`config.mk`:
```
export PLATFORM = sky130hd
export DESIGN_NAME = serial_paralelo_lane
export DESIGN_NICKNAME = d
export VERILOG_FILES = /design/src/rtl/serial_paralelo_lane.sv
export SDC_FILE = /design/constraint.sdc
export NUM_CORES = 1
export LEC_CHECK = 0
export BUFFER_PORTS_ARGS = -buffer_cell sky130_fd_sc_hd__buf_2
export CELL_PAD_IN_SITES_DETAIL_PLACEMENT = 1
export CELL_PAD_IN_SITES_GLOBAL_PLACEMENT = 1
export CORE_MARGIN = 2
export CORE_UTILIZATION = 35
export DETAILED_ROUTE_END_ITERATION = 16
export GPL_TIMING_DRIVEN = 0
export PLACE_DENSITY = 0.76
export RECOVER_POWER = 50
export SETUP_SLACK_MARGIN = 0.15
export SLEW_MARGIN = 40
export SYNTH_ARGS = -nofsm -noshare
export SYNTH_HDL_FRONTEND = slang
export SYNTH_SLANG_ARGS = --single-unit
```
`constraint.sdc`:
```
create_clock -name clk -period 2.2 [get_ports clk]
set_input_delay 0.22 -clock clk [delete_from_list [all_inputs] [get_ports clk]]
set_output_delay 0.22 -clock clk [all_outputs]
set_load 0.02 [all_outputs]
```
`src/rtl/serial_paralelo_lane.sv`:
```
// Serial-to-parallel lane receiver: bit-slides onto COM_SYMBOL, locks after LOCK_COUNT
// aligned COMs, then packs non-COM bytes MSB-first into 32-bit words. Optional: SP_DROP_CNT_EN.
module serial_paralelo_lane #(
  parameter logic [7:0]  COM_SYMBOL = 8'hBC,
  parameter int unsigned LOCK_COUNT = 4
) (
  input  logic        clk,
  input  logic        reset,
  input  logic        data_in,
  output logic [31:0] lane_out,
  output logic        valid_out,
`ifdef SP_DROP_CNT_EN
  output logic [7:0]  drop_count,
`endif
  output logic        active
);

  typedef enum logic [1:0] {HUNT, ALIGN, LOCKED} state_t;

  localparam logic [3:0] LOCK_N = 4'(LOCK_COUNT);

  state_t      state, state_nxt;
  logic [6:0]  shift_reg;
  logic [2:0]  bit_cnt, bit_cnt_nxt;
  logic [3:0]  com_cnt, com_cnt_nxt;
  logic [1:0]  byte_idx, byte_idx_nxt;
  logic [23:0] word_buf, word_buf_nxt;
  logic [31:0] lane_nxt;
  logic        valid_nxt, active_nxt, drop_evt;
  logic [7:0]  cand;
  logic        is_com, boundary;

  assign cand     = {shift_reg, data_in};
  assign is_com   = (cand == COM_SYMBOL);
  assign boundary = (bit_cnt == 3'd7);

  always_comb begin
    state_nxt    = state;
    bit_cnt_nxt  = bit_cnt;
    com_cnt_nxt  = com_cnt;
    byte_idx_nxt = byte_idx;
    word_buf_nxt = word_buf;
    lane_nxt     = lane_out;
    valid_nxt    = 1'b0;
    active_nxt   = active;
    drop_evt     = 1'b0;
    case (state)
      HUNT: begin
        if (is_com) begin
          com_cnt_nxt = 4'd1;
          bit_cnt_nxt = 3'd0;
          state_nxt   = ALIGN;
        end
      end
      ALIGN: begin
        bit_cnt_nxt = bit_cnt + 3'd1;
        if (boundary) begin
          if (is_com) begin
            if (4'(com_cnt + 4'd1) >= LOCK_N) begin
              com_cnt_nxt  = LOCK_N;
              state_nxt    = LOCKED;
              active_nxt   = 1'b1;
              byte_idx_nxt = 2'd0;
            end else begin
              com_cnt_nxt = com_cnt + 4'd1;
            end
          end else begin
            com_cnt_nxt = 4'd0;
            state_nxt   = HUNT;
          end
        end
      end
      LOCKED: begin
        bit_cnt_nxt = bit_cnt + 3'd1;
        if (boundary) begin
          if (is_com) begin
            // A COM inside a word discards the partial word but keeps lock.
            drop_evt     = (byte_idx != 2'd0);
            byte_idx_nxt = 2'd0;
          end else begin
            byte_idx_nxt = byte_idx + 2'd1;
            case (byte_idx)
              2'd0: word_buf_nxt[23:16] = cand;
              2'd1: word_buf_nxt[15:8]  = cand;
              2'd2: word_buf_nxt[7:0]   = cand;
              default: begin
                lane_nxt  = {word_buf, cand};
                valid_nxt = 1'b1;
              end
            endcase
          end
        end
      end
      default: state_nxt = HUNT;
    endcase
  end

  always_ff @(posedge clk) begin
    if (!reset) begin
      state     <= HUNT;
      shift_reg <= '0;
      bit_cnt   <= '0;
      com_cnt   <= '0;
      byte_idx  <= '0;
      word_buf  <= '0;
      lane_out  <= '0;
      valid_out <= 1'b0;
      active    <= 1'b0;
    end else begin
      state     <= state_nxt;
      shift_reg <= {shift_reg[5:0], data_in};
      bit_cnt   <= bit_cnt_nxt;
      com_cnt   <= com_cnt_nxt;
      byte_idx  <= byte_idx_nxt;
      word_buf  <= word_buf_nxt;
      lane_out  <= lane_nxt;
      valid_out <= valid_nxt;
      active    <= active_nxt;
    end
  end

`ifdef SP_DROP_CNT_EN
  always_ff @(posedge clk) begin
    if (!reset)
      drop_count <= '0;
    else if (drop_evt && drop_count != 8'hFF)
      drop_count <= drop_count + 8'd1;
  end
`else
  logic unused_drop;
  assign unused_drop = drop_evt;
`endif

endmodule

```
==> summary.md, run 1 <==
| Metric | Value |
|---|---|
| Die height | `97.0 um` |
| Final worst slack | `166 ps` |
| Die W | `97.0 um` |
| Maxcap violations | `0` |
| Area delta synth->final | `14.5%` |
| First-pass detailed-route iteration total | `4` |
| Crit path max-delay cell type | `o41ai_2` |
| Clock skew | `about 13 ps` |
| CP startpoint kind | `flop` |
| Ant. Diodes | `0` |
| RSZ-0062 raised after global routing | `true` |
| CP endpoint kind | `flop` |
| Mapped cell area | `about 3000 um2` |
| Die area | `9410 um2` |
| Static leakage | `1.46 nW` |
| Post-DR wirelength/cell | `between 10 and 15 um` |
| Final setup viols | `0` |
| Number of antenna violations at the first check in global routing | `0` |
| Hpwl dp | `around 5100 um` |
| Root buffer cell | `clkbuf_8` |
| DR iter-0 viols | `57` |
| Total track usage | `0.160` |
| Clock period minus worst slack | `roughly 2000 ps` |
| CTS tree | `yes` |
| Fin nets | `381` |
| Syn_area_per_cell | `9.44 um2` |
| CTS Buf Count | `9` |
| Core area | `around 8300 um2` |
| Pre-CTS WS | `-54.2 ps` |
| Clock latency on the worst-skew pair | `360 ps` |
| Yosys warns | `0` |
| CP top delay family | `simple AND/OR/NAND/NOR gates` |
| Starting Density | `0.365` |
| Layout cell share with drive strength beyond 1 | `0.118` |
| Worst-margin pin slew | `594 ps` |
| Netlist cell types | `33` |
| Post-route ant nets | `0` |
| Largest net degree at the start of global routing | `16` |
| Hold Fails Final Rpt | `0` |
| Synth Instances | `321` |
| WP data arrival | `2320 ps` |
| Largest stage delay, worst path | `560 ps` |
| DR DRC count | `0` |
| Max-slew headroom | `0.604` |
| Vias in the first global route | `2380` |
| Cells along the critical path | `nand4b_4, o41ai_2, nand2b_2, or4_1, a21oi_1` |
| Grt total ovfl | `0` |
| First-pass GRT wire length | `12000 um` |
| Pwr dens | `717 nW/um2` |
| Avg Vias per Cell | `4.91` |
| Sequential power share | `0.560` |
| CP max FO | `6` |
| CP required | `roughly 2500 ps` |
| Num rows | `33` |
| Maximum clock frequency | `slightly below 500 MHz` |
| Post-CTS Setup Repair Bufs | `0` |
| NetSw | `0.651 mW` |
| Pins Over Slew Limit | `0` |
| Clock buffer depth | `2` |
| Cell Int Power | `1.84 mW` |
| Status | `finished clean` |
| Buffers added on ports | `35` |
| Switching Share | `0.261` |
| Largest register FFs | `32` |
| Number of clock sinks | `76` |
| H-Tree Level Count | `3` |
| Final GP Congestion | `around 0.79` |
| Buf+Inv Stages, Crit Path | `0` |
| Final design utilization | `0.418` |
| Share of total power in the clock network | `0.401` |
| Worst Hold Class | `input port to flop` |
| Critical path class | `flop to flop` |
| I/O pin total | `37` |
| Fin crit share | `0.925` |
| Routed vias | `2341` |
| Post-CTS Hold Buffers | `0` |
| Combinational share of power | `0.038` |
| Clk pin slew, worst setup/hold paths | `90 ps` |
| Syn nets | `335` |
| WL final | `7090 um` |
| Synth Register Bits | `76` |
| Max VDD drop | `~0.37 mV` |
| Sequential cell area fraction in the yosys report | `0.502` |
## routing by layer
metal	routed length [um]	track usage	vias to the layer above
met1	3270	0.194	1125
met3	238	0.0455	7
met5	0	0	-
li1	-	-	1175
met4	74	0.0423	0
met2	3510	0.278	34
## power groups by stage
stage                     clock network, mW  logic, mW  registers [mW]
after global placement                    0     0.0950            1.43
final                                 0.999     0.0953            1.39
after detailed placement                  0     0.0995            1.43
after CTS                              1.02      0.100            1.40
after global routing                   1.07      0.107            1.40
after floorplan                           0     0.0714            1.42
## Yosys cell counts
master,n,area share
o21ai_2,1,0.0029
a211o_1,1,0.0029
o41ai_4,1,0.0091
and3_1,2,0.0041
buf_6,4,0.015
ha_1,11,0.045
nand2_1,75,0.093
nand4_1,3,0.0062
inv_1,7,0.0087
nor2_1,30,0.037
a21o_1,1,0.0025
and4_1,1,0.0029
o21ai_0,3,0.0050
a21oi_1,38,0.063
o31ai_1,1,0.0025
dfxtp_1,76,0.50
clkbuf_1,10,0.012
nor4_1,1,0.0021
and2_1,6,0.012
or4_4,1,0.0037
nand4_4,4,0.028
a21oi_4,1,0.0054
a32oi_1,3,0.0087
nand2b_2,1,0.0029
or4_1,1,0.0025
o221ai_1,1,0.0029
o311a_1,1,0.0033
and2_2,1,0.0025
buf_2,4,0.0066
inv_2,1,0.0012
mux2i_1,28,0.093
nand4b_4,1,0.0078
and3b_1,1,0.0029
## path summary, 6_finish.rpt
check,depth (start not counted),startpoint,slack [ps],endpoint
worst max-delay path,5,shift_reg[5]$_SDFF_PN0_,170,com_cnt[1]$_SDFFE_PN0P_
worst min-delay path,2,data_in,240,shift_reg[0]$_SDFF_PN0_
worst max register to register,5,shift_reg[5]$_SDFF_PN0_,170,com_cnt[1]$_SDFFE_PN0P_
worst min register to register,2,word_buf[21]$_SDFFE_PN0P_,460,lane_out[29]$_SDFFE_PN0P_
## cell type report
class	instances	area, um2
fillers	989	4830
flip-flops and latches	76	1530
multi-input cells	219	1360
repair buffers	35	133
well taps	105	131
clock buffers	9	124
plain buffers	18	105
clock inverters	7	60.1
inverters	8	30.0
## timing repair
| item | CTS | global route |
|---|---|---|
| gates resized for setup | 4 | 9 |
| endpoints found under the hold margin | 0 | 0 |
| setup endpoints to repair | 30 | 36 |
## worst reg2reg max path, cell delays in order (launching register included)
cell and delay, ps:
dfxtp_2 380, nand4b_4 200, o41ai_2 560, nand2b_2 160, or4_1 530, a21oi_1 150
## cell usage in the layout (no fill, tap or decap), types with 2 or more instances in the layout
cell	netlist	layout
nand2_1	75	75
dfxtp_1	76	70
clkbuf_1	10	43
a21oi_1	38	38
nor2_1	30	30
mux2i_1	28	28
ha_1	11	11
clkbuf_8	0	9
inv_1	7	7
dfxtp_2	0	5
and2_0	0	3
and2_1	6	3
o21ai_0	3	3
a32oi_1	3	3
clkbuf_4	0	3
nand4_1	3	3
buf_6	4	3
buf_2	4	3
nand4_4	4	3
clkinvlp_4	0	3
and3_1	2	2
inv_6	0	2
## stage by stage
| stage | instance area (um2) | TNS [ps] | cells | power (mW) | hold slack (ps) |
|---|---|---|---|---|---|
| floorplan | 3030 | 0 | 321 | 1.49 | 342 |
| global placement | 3340 | 0 | 461 | 1.52 | 441 |
| detailed placement | 3340 | -442 | 461 | 1.53 | 445 |
| CTS | 3520 | 0 | 477 | 2.51 | 237 |
| global route | 3470 | 0 | 477 | 2.57 | 242 |
| finish | 3470 | 0 | 477 | 2.49 | 242 |
## cells by family (layout without fill, tap and decap cells)
family	after synthesis	count (layout)	share of synthesized area
AO/OA/AOI/OAI	52	52	0.108
adder cells (fa/ha/maj)	11	11	0.0454
buffers and inverters	26	77	0.0438
flip-flops	76	76	0.502
multiplexers	28	28	0.0925
AND/OR/NAND/NOR	128	128	0.208
Note: power is estimated with default switching activity, not from simulation.
==> inputs of run 2 (changes only) <==
CAP_MARGIN = 20   (was unset)
CELL_PAD_IN_SITES_DETAIL_PLACEMENT = unset   (was 1)
CELL_PAD_IN_SITES_GLOBAL_PLACEMENT = unset   (was 1)
PLACE_DENSITY = 0.64   (was 0.76)
clock period = 2.6 ns   (was 2.2 ns; I/O delays follow)
==> run 2 against run 1 <==
Power fell by 16%. Cell count did not move. Via count fell by 1.9%. Critical endpoint is now word_buf[1]$_SDFFE_PN0P_.
==> summary.md, run 2 (synthesis results as in run 1) <==
| Metric | Value |
|---|---|
| Clock buffer depth | `2 (unchanged)` |
| Post-route ant nets | `0 (unchanged)` |
| Combinational share of power | `0.039 (was 0.038)` |
| WP data arrival | `2490 ps (was 2320 ps)` |
| Maxcap violations | `0 (unchanged)` |
| Die height | `97.0 um (unchanged)` |
| CTS Buf Count | `9 (unchanged)` |
| Number of antenna violations at the first check in global routing | `0 (unchanged)` |
| Post-DR wirelength/cell | `13.8 um (was 14.9 um)` |
| Total length of routed met3 wires | `352 um (was 238 um)` |
| Worst Hold Path EP | `shift_reg[0]$_SDFF_PN0_ (unchanged)` |
| Critical path class | `flop to flop (unchanged)` |
| Buffers added on ports | `35 (unchanged)` |
| Largest register FFs | `32 (unchanged)` |
| Clock period minus worst slack | `2260 ps (was 2030 ps)` |
| Cell Int Power | `1.58 mW (was 1.84 mW)` |
| R2R cell count | `6 (was 5)` |
| Hold Fails Final Rpt | `0 (unchanged)` |
| Crit Reg-Reg Startpoint | `shift_reg[4]$_SDFF_PN0_ (was shift_reg[5]$_SDFF_PN0_)` |
| Ant. Diodes | `0 (unchanged)` |
| Worst-margin pin slew | `625 ps (was 594 ps)` |
| DR iter-0 viols | `76 (was 57)` |
| WL final | `6580 um (was 7090 um)` |
| Routed vias | `2297 (was 2341)` |
| Maximum clock frequency | `442 MHz (was 492 MHz)` |
| RR Endpoint | `word_buf[1]$_SDFFE_PN0P_ (was com_cnt[1]$_SDFFE_PN0P_)` |
| Grt total ovfl | `0 (unchanged)` |
| RSZ-0062 raised after global routing | `false (was true)` |
| Clock skew | `10.5 ps (was 13.3 ps)` |
| Clock latency on the worst-skew pair | `350 ps (was 360 ps)` |
| CP max FO | `10 (was 6)` |
| Placed cell area | `3340 um2 (unchanged)` |
| Hold Path Origin | `data_in (unchanged)` |
| I/O pin total | `37 (unchanged)` |
| Met2 WL | `3120 um (was 3510 um)` |
| Status | `finished clean (unchanged)` |
| Sequential power share | `0.564 (was 0.560)` |
| Max Used Layer | `met4 (unchanged)` |
| Final worst slack | `339 ps (was 166 ps)` |
| Post-CTS Setup Repair Bufs | `0 (unchanged)` |
| Hold Crit Depth | `2 (unchanged)` |
| Switching Share | `0.246 (was 0.261)` |
| Area delta synth->final | `14.0% (was 14.5%)` |
| Fin area | `3450 um2 (was 3470 um2)` |
| CP endpoint kind | `flop (unchanged)` |
| CP required | `2830 ps (was 2490 ps)` |
| Setup TNS | `0 ps (unchanged)` |
| Share of total power in the clock network | `0.397 (was 0.401)` |
| Root buffer cell | `clkbuf_8 (unchanged)` |
| Num rows | `33 (unchanged)` |
| Number of clock sinks | `76 (unchanged)` |
| Pins Over Slew Limit | `0 (unchanged)` |
| Final hold slack | `292 ps (was 242 ps)` |
| Starting Density | `0.365 (unchanged)` |
| Fin crit share | `0.869 (was 0.925)` |
| Layout cell share with drive strength beyond 1 | `0.0968 (was 0.118)` |
| Most frequent cells in the layout | `76 x dfxtp_1, 75 x nand2_1, 43 x clkbuf_1 (was 75 x nand2_1, 70 x dfxtp_1, 43 x clkbuf_1)` |
| Hpwl dp | `4610 um (was 5150 um)` |
| H-Tree Level Count | `3 (unchanged)` |
| First-pass detailed-route iteration total | `4 (unchanged)` |
| Pwr dens | `606 nW/um2 (was 717 nW/um2)` |
| Static leakage | `1.44 nW (was 1.46 nW)` |
| Max VDD drop | `0.286 mV (was 0.370 mV)` |
| Max-slew headroom | `0.580 (was 0.604)` |
| Avg Vias per Cell | `4.82 (was 4.91)` |
| Final GP Congestion | `0.878 (was 0.794)` |
| Final setup viols | `0 (unchanged)` |
| Worst Hold Class | `input port to flop (unchanged)` |
| DR DRC count | `0 (unchanged)` |
| Core area | `8300 um2 (unchanged)` |
| Die W | `97.0 um (unchanged)` |
| NetSw | `0.515 mW (was 0.651 mW)` |
| Clk pin slew, worst setup/hold paths | `80 ps (was 90 ps)` |
| Largest net degree at the start of global routing | `15 (was 16)` |
| Most common cell after layout, fill and taps aside | `dfxtp_1 (was nand2_1)` |
| Final design utilization | `0.416 (was 0.418)` |
| Pre-CTS WS | `320 ps (was -54.2 ps)` |
| First-pass GRT wire length | `11000 um (was 12000 um)` |
| Vias in the first global route | `2250 (was 2380)` |
| Fin nets | `381 (unchanged)` |
| Die area | `9410 um2 (unchanged)` |
| Total track usage | `0.146 (was 0.160)` |
| CTS tree | `yes (unchanged)` |
| CP startpoint kind | `flop (unchanged)` |
| R2R setup slack | `340 ps (was 170 ps)` |
| Post-CTS Hold Buffers | `0 (unchanged)` |
| M1 WL | `3030 um (was 3270 um)` |
## run 2: cell types whose count changed in the layout (fill, tap and decap cells not counted), moves of 2 or more
| cell | previous run | this run |
|---|---|---|
| dfxtp_1 | 70 | 76 |
| clkbuf_4 | 3 | 0 |
| clkinvlp_4 | 3 | 1 |
| dfxtp_2 | 5 | 0 |
| buf_2 | 3 | 5 |
## run 2: cell type report
type                    count  area [um2]
clock inverters             6        47.5
well taps                 105         131
plain buffers              18        97.6
multi-input cells         219        1360
clock buffers              10         138
repair buffers             35         133
inverters                   8        30.0
fillers                   854        4840
flip-flops and latches     76        1520
## run 2: metal layers
metal  up-vias  GRT usage
li1       1171          -
met2        39      0.231
met5         -          0
met3         7     0.0419
met4         0     0.0596
met1      1080      0.189
## run 2: what timing repair did
| action | 4_1_cts | 5_1_grt |
|---|---|---|
| setup endpoints to repair | 0 | 11 |
| endpoints found under the hold margin | 0 | 0 |
| resized for setup | 0 | 2 |
## run 2: stage by stage
step,power (mW),instances
after global routing,2.18,477
after CTS,2.12,477
after floorplan,1.26,321
after global placement,1.29,461
final,2.09,477
after detailed placement,1.29,461
## run 2: power by group through the flow
stage	Sequential, mW	Clock (mW)	Combinational [mW]
CTS	1.18	0.858	0.0812
global placement	1.21	0	0.0787
finish	1.18	0.831	0.0809
detailed placement	1.21	0	0.0809
floorplan	1.20	0	0.0604
global route	1.18	0.904	0.0914
## run 2: worst max-delay path by stage
stage | startpoint | endpoint | slack (ps) | cells past startpoint
5_1_grt | shift_reg[4]$_SDFF_PN0_ | lane_out[4]$_SDFFE_PN0P_ | 220 | 7
3_3_place_gp | bit_cnt[0]$_SDFFE_PN0P_ | lane_out[0]$_SDFFE_PN0P_ | 400 | 8
6_report | shift_reg[4]$_SDFF_PN0_ | word_buf[1]$_SDFFE_PN0P_ | 340 | 6
3_5_place_dp | bit_cnt[0]$_SDFFE_PN0P_ | lane_out[0]$_SDFFE_PN0P_ | 320 | 8
4_1_cts | bit_cnt[0]$_SDFFE_PN0P_ | lane_out[0]$_SDFFE_PN0P_ | 300 | 8
2_1_floorplan | bit_cnt[0]$_SDFFE_PN0P_ | lane_out[1]$_SDFFE_PN0P_ | 710 | 8
## run 2: critical path: stages (launching register included)
cell and delay [ps]:
dfxtp_1 490, nand4b_1 230, or4_1 550, clkbuf_2 300, nand4_4 290, mux2i_1 230, nor2_1 50
==> inputs of run 3 (changes only) <==
RECOVER_POWER = 100   (was 50)
==> run 3 against run 2 <==
Worst setup slack improved by 4.5 ps. Core utilization down 0.060 points. Critical path depth did not move. Routed wire length grew 0.14%. First-iteration DRC count shrank 24%. Power is 0.22% higher. Fmax rose by 0.20%. Sequential share of layout area is 0.064 points higher. Global-route usage is the same. Clock skew shrank 1.0 ps.
==> summary.md, run 3 (synthesis results as in run 1) <==
| Metric | Value |
|---|---|
| Status | `finished clean (unchanged)` |
| Maxcap violations | `0 (unchanged)` |
| Pre-CTS WS | `320 ps (unchanged)` |
| Number of clock sinks | `76 (unchanged)` |
| Number of antenna violations at the first check in global routing | `0 (unchanged)` |
| Hpwl dp | `4610 um (unchanged)` |
| First-pass detailed-route iteration total | `4 (unchanged)` |
| Routed vias | `2315 (was 2297)` |
| Area delta synth->final | `13.9% (was 14.0%)` |
| Final setup viols | `0 (unchanged)` |
| Largest stage delay, worst path | `550 ps (about the same)` |
| Total track usage | `0.146 (unchanged)` |
| Starting Density | `0.365 (unchanged)` |
| Critical path class | `flop to flop (unchanged)` |
| Clk pin slew, worst setup/hold paths | `80 ps (about the same)` |
| Hold Fails Final Rpt | `0 (unchanged)` |
| H-Tree Level Count | `3 (unchanged)` |
| DR iter-0 viols | `58 (was 76)` |
| Clock skew | `9.46 ps (was 10.5 ps)` |
| Sequential power share | `0.563 (was 0.564)` |
| RSZ-0062 raised after global routing | `false (unchanged)` |
| CP startpoint kind | `flop (unchanged)` |
| Grt total ovfl | `0 (unchanged)` |
| First-pass GRT wire length | `11000 um (unchanged)` |
| Most common cell after layout, fill and taps aside | `dfxtp_1 (unchanged)` |
| Vias in the first global route | `2250 (unchanged)` |
| CTS tree | `yes (unchanged)` |
| Core area | `8300 um2 (unchanged)` |
| Post-DR wirelength/cell | `13.8 um (about the same)` |
| Final design utilization | `0.416 (about the same)` |
| Layout cell share with drive strength beyond 1 | `0.0914 (was 0.0968)` |
| CP endpoint kind | `flop (unchanged)` |
| Static leakage | `1.43 nW (was 1.44 nW)` |
| WL final | `6580 um (about the same)` |
| Switching Share | `0.248 (was 0.246)` |
| Cell Int Power | `1.58 mW (about the same)` |
| Cells along the critical path | `nand4b_1, or4_1, clkbuf_2, nand4_4, mux2i_1, nor2_1 (unchanged)` |
| Die height | `97.0 um (unchanged)` |
| Final worst slack | `344 ps (was 339 ps)` |
| Pwr dens | `608 nW/um2 (was 606 nW/um2)` |
| Crit path max-delay cell type | `or4_1 (unchanged)` |
| I/O pin total | `37 (unchanged)` |
| Area of the multi-input gates | `1350 um2 (was 1360 um2)` |
| Combinational share of power | `0.038 (was 0.039)` |
| Max VDD drop | `0.285 mV (was 0.286 mV)` |
| Num rows | `33 (unchanged)` |
| Die area | `9410 um2 (unchanged)` |
| Fin crit share | `0.868 (was 0.869)` |
| Largest register FFs | `32 (unchanged)` |
| Fin nets | `381 (unchanged)` |
| CP required | `2830 ps (about the same)` |
| Most frequent cells in the layout | `76 x dfxtp_1, 75 x nand2_1, 44 x clkbuf_1 (was 76 x dfxtp_1, 75 x nand2_1, 43 x clkbuf_1)` |
| CP max FO | `10 (unchanged)` |
| Root buffer cell | `clkbuf_8 (unchanged)` |
| Pins Over Slew Limit | `0 (unchanged)` |
| Buffers added on ports | `35 (unchanged)` |
| Die W | `97.0 um (unchanged)` |
| Ant. Diodes | `0 (unchanged)` |
| Max-slew headroom | `0.582 (was 0.580)` |
| Clock period minus worst slack | `2260 ps (about the same)` |
| DR DRC count | `0 (unchanged)` |
| WP data arrival | `2490 ps (about the same)` |
| Share of total power in the clock network | `0.399 (was 0.397)` |
| Post-route ant nets | `0 (unchanged)` |
| Avg Vias per Cell | `4.85 (was 4.82)` |
| Worst Hold Class | `input port to flop (unchanged)` |
| Clock latency on the worst-skew pair | `350 ps (about the same)` |
| Maximum clock frequency | `443 MHz (was 442 MHz)` |
| Worst-margin pin slew | `621 ps (was 625 ps)` |
| CTS Buf Count | `9 (unchanged)` |
| Setup TNS | `0 ps (unchanged)` |
| Final GP Congestion | `0.878 (unchanged)` |
| NetSw | `0.520 mW (was 0.515 mW)` |
| Register area | `1520 um2 (unchanged)` |
| Clock buffer depth | `2 (unchanged)` |
| Fillers | `856 (was 854)` |
| Largest net degree at the start of global routing | `15 (unchanged)` |
==> run 3: cell types whose count changed in the layout (fill, tap and decap cells not counted) <==
| cell | before | now |
|---|---|---|
| buf_2 | 5 | 4 |
| clkbuf_1 | 43 | 44 |
| o21ai_0 | 3 | 4 |
| o21ai_2 | 1 | 0 |
==> run 3: worst paths after layout <==
path | slack, ps | cells past startpoint | startpoint | end
worst max-delay path | 340 | 6 | shift_reg[4]$_SDFF_PN0_ | word_buf[1]$_SDFFE_PN0P_
worst min-delay path | 280 | 2 | data_in | shift_reg[0]$_SDFF_PN0_
worst max register to register | 340 | 6 | shift_reg[4]$_SDFF_PN0_ | word_buf[1]$_SDFFE_PN0P_
worst min register to register | 460 | 2 | lane_out[21]$_SDFFE_PN0P_ | lane_out[21]$_SDFFE_PN0P_
==> run 3: layout make-up <==
| type | instances | share of cell area |
|---|---|---|
| inverter | 8 | 0.00871 |
| clock buffer | 10 | 0.0399 |
| timing repair buffer | 35 | 0.0384 |
| clock inverter | 6 | 0.0138 |
| tap | 105 | 0.0381 |
| multi-input combinational | 219 | 0.392 |
| sequential | 76 | 0.441 |
| buffer | 18 | 0.0279 |
==> run 3: power by group through the flow <==
stage	Sequential [mW]	Combinational (mW)	Clock [mW]
after CTS	1.18	0.0812	0.858
after floorplan	1.20	0.0604	0
after global placement	1.21	0.0787	0
after global routing	1.18	0.0912	0.904
final	1.18	0.0804	0.836
after detailed placement	1.21	0.0809	0
==> run 3: worst max-delay path: cells and delay by family (launching register included) <==
family	cells	cell delay, ps
simple gates	4	1110
flops	1	490
buf+inv	1	300
mux	1	230
==> run 3: through the flow <==
step,hold WS [ps],cell area (um2),cells,total power [mW]
after detailed placement,444,3340,461,1.29
after CTS,272,3520,477,2.12
after global routing,280,3450,477,2.18
final,284,3450,477,2.10
after global placement,443,3340,461,1.29
after floorplan,382,3030,321,1.26
==> run 3: per-layer routing <==
| metal | vias to the layer above | wire length, um | track usage | share of wire |
|---|---|---|---|---|
| met2 | 44 | 3080 | 0.231 | 0.47 |
| met5 | - | 0 | 0 | 0 |
| met4 | 0 | 80 | 0.0596 | 0.012 |
| met1 | 1093 | 3050 | 0.189 | 0.46 |
| met3 | 7 | 366 | 0.0419 | 0.056 |
| li1 | 1171 | - | - | - |
==> run 3: timing repair <==
action	CTS	global route
resized for setup	0	2
buffers inserted	0	0
hold buffers	0	0
setup endpoints to repair	0	11
